### src/rtl/otter_btu_pkg.sv
// Shared types and constants for the branch target unit.
// Optional build macro used elsewhere: BTU_MISALIGN_CHECK_EN.
package otter_btu_pkg;

   // Control-flow operation carried by each request
   typedef enum logic [1:0] {
      SEQ    = 2'd0,
      JAL    = 2'd1,
      JALR   = 2'd2,
      BRANCH = 2'd3
   } btu_op_e;

   // Size of one instruction; the link address is pc plus this
   localparam int INSTR_BYTES = 4;

   // JALR clears bit 0 of the computed target; sliced to XLEN by users
   localparam logic [63:0] JALR_LSB_MASK = ~64'd1;

endpackage

### src/rtl/branch_target_unit_ras_stack.sv
// Circular return-address stack. ptr_r always indexes the current top entry;
// a push writes one slot above it, so overflow silently overwrites the oldest
// entry while count saturates at DEPTH. clr empties the stack and takes
// priority over push/pop.
module ras_stack #(
   parameter int XLEN  = 32,
   parameter int DEPTH = 4,
   localparam int PTR_W = $clog2(DEPTH)
) (
   input  logic             clk,
   input  logic             rst_n,
   input  logic             clr,
   input  logic             push,
   input  logic             pop,
   input  logic [XLEN-1:0]  push_data,
   output logic [XLEN-1:0]  top,
   output logic [PTR_W:0]   count,
   output logic             empty,
   output logic             full
);

   logic [XLEN-1:0]  mem_r [DEPTH];
   logic [PTR_W-1:0] ptr_r;
   logic [PTR_W:0]   count_r;

   logic [PTR_W-1:0] ptr_nxt_s;
   logic [PTR_W:0]   count_nxt_s;
   logic             wr_en_s;
   logic [PTR_W-1:0] wr_idx_s;

   assign top   = mem_r[ptr_r];
   assign count = count_r;
   assign empty = (count_r == {(PTR_W+1){1'b0}});
   assign full  = (count_r == (PTR_W+1)'(DEPTH));

   // Next pointer/count and write slot for the requested stack operation
   always_comb begin
      ptr_nxt_s   = ptr_r;
      count_nxt_s = count_r;
      wr_en_s     = 1'b0;
      wr_idx_s    = ptr_r;
      if (clr) begin
         ptr_nxt_s   = {PTR_W{1'b0}};
         count_nxt_s = {(PTR_W+1){1'b0}};
      end else if (push && pop) begin
         // coroutine swap: replace the top in place
         wr_en_s  = 1'b1;
         wr_idx_s = ptr_r;
         if (empty) begin
            count_nxt_s = (PTR_W+1)'(1);
         end else begin
            count_nxt_s = count_r;
         end
      end else if (push) begin
         wr_en_s   = 1'b1;
         wr_idx_s  = ptr_r + PTR_W'(1);
         ptr_nxt_s = ptr_r + PTR_W'(1);
         if (full) begin
            count_nxt_s = count_r;
         end else begin
            count_nxt_s = count_r + (PTR_W+1)'(1);
         end
      end else if (pop && !empty) begin
         ptr_nxt_s   = ptr_r - PTR_W'(1);
         count_nxt_s = count_r - (PTR_W+1)'(1);
      end else begin
         ptr_nxt_s   = ptr_r;
         count_nxt_s = count_r;
      end
   end

   // Stack pointer, occupancy and entry storage
   always_ff @(posedge clk or negedge rst_n) begin
      if (!rst_n) begin
         ptr_r   <= {PTR_W{1'b0}};
         count_r <= {(PTR_W+1){1'b0}};
         for (int i = 0; i < DEPTH; i++) begin
            mem_r[i] <= {XLEN{1'b0}};
         end
      end else begin
         ptr_r   <= ptr_nxt_s;
         count_r <= count_nxt_s;
         if (wr_en_s) begin
            mem_r[wr_idx_s] <= push_data;
         end
      end
   end

endmodule

### src/rtl/branch_target_unit.sv
// Pipelined branch target unit: one request per cycle in, registered target
// one cycle later, plus a return-address stack prediction for fetch.
// Build macro BTU_MISALIGN_CHECK_EN adds the registered 4-byte alignment flag;
// without it tgt_misalign is constant 0.
module branch_target_unit
   import otter_btu_pkg::*;
#(
   parameter int XLEN      = 32,
   parameter int RAS_DEPTH = 4
) (
   input  logic             CLK,
   input  logic             RST_N,
   input  logic             flush,
   input  logic             req_valid,
   output logic             req_ready,
   input  logic [1:0]       req_op,
   input  logic             req_push,
   input  logic             req_pop,
   input  logic [XLEN-1:0]  pc,
   input  logic [XLEN-1:0]  rs1,
   input  logic [XLEN-1:0]  imm_i,
   input  logic [XLEN-1:0]  imm_b,
   input  logic [XLEN-1:0]  imm_j,
   output logic             tgt_valid,
   input  logic             tgt_ready,
   output logic [XLEN-1:0]  tgt_addr,
   output logic [XLEN-1:0]  tgt_link,
   output logic             tgt_misalign,
   output logic [XLEN-1:0]  pred_addr,
   output logic             pred_valid
);

   localparam int PTR_W = $clog2(RAS_DEPTH);

   logic             tgt_valid_r;
   logic [XLEN-1:0]  tgt_addr_r;
   logic [XLEN-1:0]  tgt_link_r;
   logic [XLEN-1:0]  pred_addr_r;
   logic             pred_valid_r;

   logic             accept_s;
   logic [XLEN-1:0]  link_s;
   logic [XLEN-1:0]  target_s;
   logic [XLEN-1:0]  ras_top_s;
   logic             ras_empty_s;
   logic [PTR_W:0]   ras_count_unused_s;
   logic             ras_full_unused_s;

   assign req_ready = !tgt_valid_r || tgt_ready;
   assign accept_s  = req_valid && req_ready;

   assign tgt_valid  = tgt_valid_r;
   assign tgt_addr   = tgt_addr_r;
   assign tgt_link   = tgt_link_r;
   assign pred_addr  = pred_addr_r;
   assign pred_valid = pred_valid_r;

   // Target and link address for the incoming request (all mod 2^XLEN)
   always_comb begin
      link_s   = pc + XLEN'(INSTR_BYTES);
      target_s = link_s;
      case (btu_op_e'(req_op))
         SEQ:     target_s = link_s;
         JAL:     target_s = pc + imm_j;
         JALR:    target_s = (rs1 + imm_i) & JALR_LSB_MASK[XLEN-1:0];
         BRANCH:  target_s = pc + imm_b;
         default: target_s = link_s;
      endcase
   end

   ras_stack #(
      .XLEN  (XLEN),
      .DEPTH (RAS_DEPTH)
   ) u_ras (
      .clk       (CLK),
      .rst_n     (RST_N),
      .clr       (flush),
      .push      (accept_s && req_push),
      .pop       (accept_s && req_pop),
      .push_data (link_s),
      .top       (ras_top_s),
      .count     (ras_count_unused_s),
      .empty     (ras_empty_s),
      .full      (ras_full_unused_s)
   );

   // Output stage: flush drops it, accept loads it, consumer drains it
   always_ff @(posedge CLK or negedge RST_N) begin
      if (!RST_N) begin
         tgt_valid_r  <= 1'b0;
         tgt_addr_r   <= {XLEN{1'b0}};
         tgt_link_r   <= {XLEN{1'b0}};
         pred_addr_r  <= {XLEN{1'b0}};
         pred_valid_r <= 1'b0;
      end else if (flush) begin
         tgt_valid_r  <= 1'b0;
      end else if (accept_s) begin
         tgt_valid_r  <= 1'b1;
         tgt_addr_r   <= target_s;
         tgt_link_r   <= link_s;
         pred_valid_r <= req_pop && !ras_empty_s;
         pred_addr_r  <= (req_pop && !ras_empty_s) ? ras_top_s : {XLEN{1'b0}};
      end else if (tgt_ready) begin
         tgt_valid_r  <= 1'b0;
      end
   end

`ifdef BTU_MISALIGN_CHECK_EN
   logic misalign_r;

   // Alignment flag captured alongside the target
   always_ff @(posedge CLK or negedge RST_N) begin
      if (!RST_N) begin
         misalign_r <= 1'b0;
      end else if (!flush && accept_s) begin
         misalign_r <= (target_s[1:0] != 2'b00);
      end
   end

   assign tgt_misalign = misalign_r;
`else
   assign tgt_misalign = 1'b0;
`endif

endmodule

### config.mk
export PLATFORM = sky130hd
export DESIGN_NAME = branch_target_unit
export DESIGN_NICKNAME = d
export VERILOG_FILES = /design/src/rtl/otter_btu_pkg.sv /design/src/rtl/branch_target_unit_ras_stack.sv /design/src/rtl/branch_target_unit.sv
export SDC_FILE = /design/constraint.sdc
export NUM_CORES = 1
export LEC_CHECK = 0
export ABC_CLOCK_PERIOD_IN_PS = 4770
export CAP_MARGIN = 25
export CORE_AREA = 2 2 206 208
export CTS_CLUSTER_DIAMETER = 150
export CTS_CLUSTER_SIZE = 20
export DETAILED_ROUTE_END_ITERATION = 10
export DIE_AREA = 0 0 208 210
export GPL_TIMING_DRIVEN = 1
export MAX_ROUTING_LAYER = met4
export SYNTH_ARGS = -nofsm -noshare
export SYNTH_HDL_FRONTEND = slang
export SYNTH_HIERARCHICAL = 1
export SYNTH_SLANG_ARGS = --single-unit
### constraint.sdc
create_clock -name CLK -period 4.77 [get_ports CLK]
set_input_delay 0.477 -clock CLK [delete_from_list [all_inputs] [get_ports CLK]]
set_output_delay 0.477 -clock CLK [all_outputs]
set_load 0.02 [all_outputs]
==> flow_metrics.tcl <==
set metrics [dict create \
    timing.fmax_mhz 263 \
    cts_tree "yes" \
    rsz0062_at_grt "no" \
    dp_hpwl_um 33700 \
    grt_use_met3_pct 1.80 \
    ys_types 82 \
    status "complete, no violations" \
    design_area_um2 17900 \
    power.density_nw_per_um2 340 \
    wl_um 45000 \
    finalCriticalPeriod_ps 3800 \
    p_leak_uw 0.00770 \
    grtUsageMet2_pct 33.2 \
    cts_root_buffer "clkbuf_16" \
    hold_viol 0 \
    synth_top_cell_by_area "dfrtp_1" \
    clock_sinks 231 \
    grt.overflow.total 0 \
    cts-hold-fix-buffers 0 \
    ys_seq_area_share_pct 40.3 \
    grt_pass1_vias 11500 \
    path_clk_slew_ps 90 \
    ys_async_sr_fraction_pct 100 \
    clk_latency_ps 490 \
    met1_usage_pct 29.2 \
    drc_errors 0 \
    grt.busiest_layer "met2" \
    cp_max_fo 8 \
    dieWidth_um 208 \
    cts_buffers 15 \
    slew_headroom_pct 32.1 \
    final_common_cell "clkdlybuf4s50_1" \
    post_cts_buffers 0 \
    grt_pass1_wl_um 69300 \
    h-tree-depth 1 \
    grt_use_total_pct 20.8 \
    core_region_area_um2 41500 \
    area_growth_syn_to_layout_pct 24.8 \
    critPathRequiredTime_ps 5120 \
    synth_fp_nets 1604 \
    rows 75 \
    synth_top_flop_cell "dfrtp_1" \
    die-area_um2 43700 \
    placed_area_um2 17500 \
    grt_max_degree 128 \
    path_class "in2reg" \
    tightest_slew_ps 1020 \
    synth_area_per_cell_um2 10.5 \
    synth_top_cells_by_area "dfrtp_1, mux2_2, ha_1" \
    port_buffers 267 \
    synth.top_cell.area_share_pct 40.3 \
    syn_area_um2 14400 \
    dr_total_vias 11500 \
    nNetsFinal 1831 \
    ir_worst_vdd_mv 0.229 \
    syn_inst 1365 \
    antenna_found_initial 1 \
    die_h_um 210 \
    cts_buffer_depth 3 \
    hold_class "in2async" \
    fin_crit_sh_pct 79.6 \
    finalSetupTns_ps 0 \
    fin_skew_ps 25.1 \
    drive_gt1_share_pct 16.1 \
    fin_util_pct 43.2 \
    final_max_slew_viol_count 0 \
    ant_nets 0 \
    synth_seq_cells 231 \
    drtIter0Drc 697 \
    setup_violations 0 \
    place_congestion 0.947 \
    cts_resized 0 \
    start_kind "input pin" \
    crit_path_end_kind "flop" \
    synth_edf_count 0 \
    viasPerCell 5.39 \
    routedWlPerCell_um 21.1 \
    ios 269 \
    maxCapViolations 0 \
    initial_core_util_pct 34.6 \
    firstDrtPassIters 5 \
    layout_common_cells "clkdlybuf4s50_1, dfrtp_1, mux2_2" \
    ys_warn_count 6 \
    crit_arrival_ps 4150 \
]
==> state kept, by name, summed over array words and instances, names as in the netlist <==
| name | flops |
|---|---|
| u_ras/mem_r | 128 |
| u_ras/ptr_r | 2 |
| u_ras/count | 3 |
| tgt_addr | 32 |
| tgt_valid | 1 |
| tgt_link | 32 |
| pred_valid | 1 |
| pred_addr | 32 |
==> layer usage <==
layer  wire length [um]  share of wire [%]
met1              21300                 47
met2              21100                 47
met3               1890                4.2
met4                756                1.7
met5                  0                  0
==> cell usage after synthesis (3+ instances only) <==
master,number
a211o_1,5
a211oi_1,13
a21o_1,27
a21oi_1,76
a21oi_2,3
a221o_1,3
a221oi_1,6
a22o_1,34
a22oi_1,4
a31oi_1,16
and3_1,16
and4_1,3
buf_1,7
buf_2,16
buf_4,7
buf_6,5
clkbuf_1,43
dfrtp_1,231
fa_1,3
ha_1,67
inv_1,27
mux2_1,4
mux2_2,158
mux2i_1,11
mux4_2,32
nand2_1,153
nand2b_1,12
nand3_1,36
nand3b_1,4
nand4_1,13
nand4b_1,3
nor2_1,67
nor2b_1,13
nor3_1,8
nor3b_1,4
o211ai_1,10
o21a_1,5
o21ai_0,57
o21ai_1,18
o21bai_1,5
o22ai_1,6
or3_1,7
xnor2_1,41
xor2_1,38
==> kinds of logic (layout without fill, tap and decap cells) <==
kind of cell	Yosys count	count (layout)	share of synthesized area (%)
mux	205	205	18.5
fa+ha+maj	70	70	6.26
compound gates	319	319	15.0
flops	231	231	40.3
buf+inv	105	332	3.33
other cells	1	2	0.0261
xor+xnor	79	79	4.82
simple gates	355	355	11.7
==> cell type report <==
type,instances,area (um^2)
clock inverters,1,11.3
fillers,4051,23600
clock buffers,16,379
inverters,27,101
repair buffers,288,2840
multi-input cells,1029,8120
well taps,539,674
diodes,1,2.50
flip-flops and latches,231,5780
==> worst paths after layout <==
check	from	endpoint	slack, ps	cells past startpoint
setup / recovery	req_op[0]	tgt_addr[28]	970	14
hold / removal	RST_N	u_ras/mem_r[3]	40	1
setup reg to reg	u_ras/ptr_r[1]	u_ras/mem_r[105]	2030	5
hold reg to reg	tgt_link[15]	tgt_link[15]	480	2
max in group asynchronous	RST_N	tgt_addr[28]	3600	2
min in group CLK	tgt_link[15]	tgt_link[15]	480	2
==> metrics by stage <==
stage               power, uW  worst slack (ps)  std cells  hold slack, ps
finish                   6090               972       2132            44.0
global route             6420               713       2132             148
CTS                      6150              1030       2131             139
detailed placement       4890               535       2114             464
global placement         4840               596       2114             459
floorplan                4000               960       1365             181
==> power breakdown <==
part	total, uW	internal, uW	switching (uW)
combinational	2150	1120	1030
sequential	2690	2420	270
clock	1250	574	675
total	6090	4110	1970
==> critical path, stage by stage <==
cell and delay (ps):
clkdlybuf4s50_1 420, nand2_1 220, buf_4 230, mux2_2 380, fa_1 460, a211oi_1 280
o21ai_1 180, o21ai_1 220, o21ai_1 210, a21o_1 270, a211o_1 320, a31oi_1 210
xor2_1 170, o22ai_1 100
Note: power is estimated with default switching activity, not from simulation.
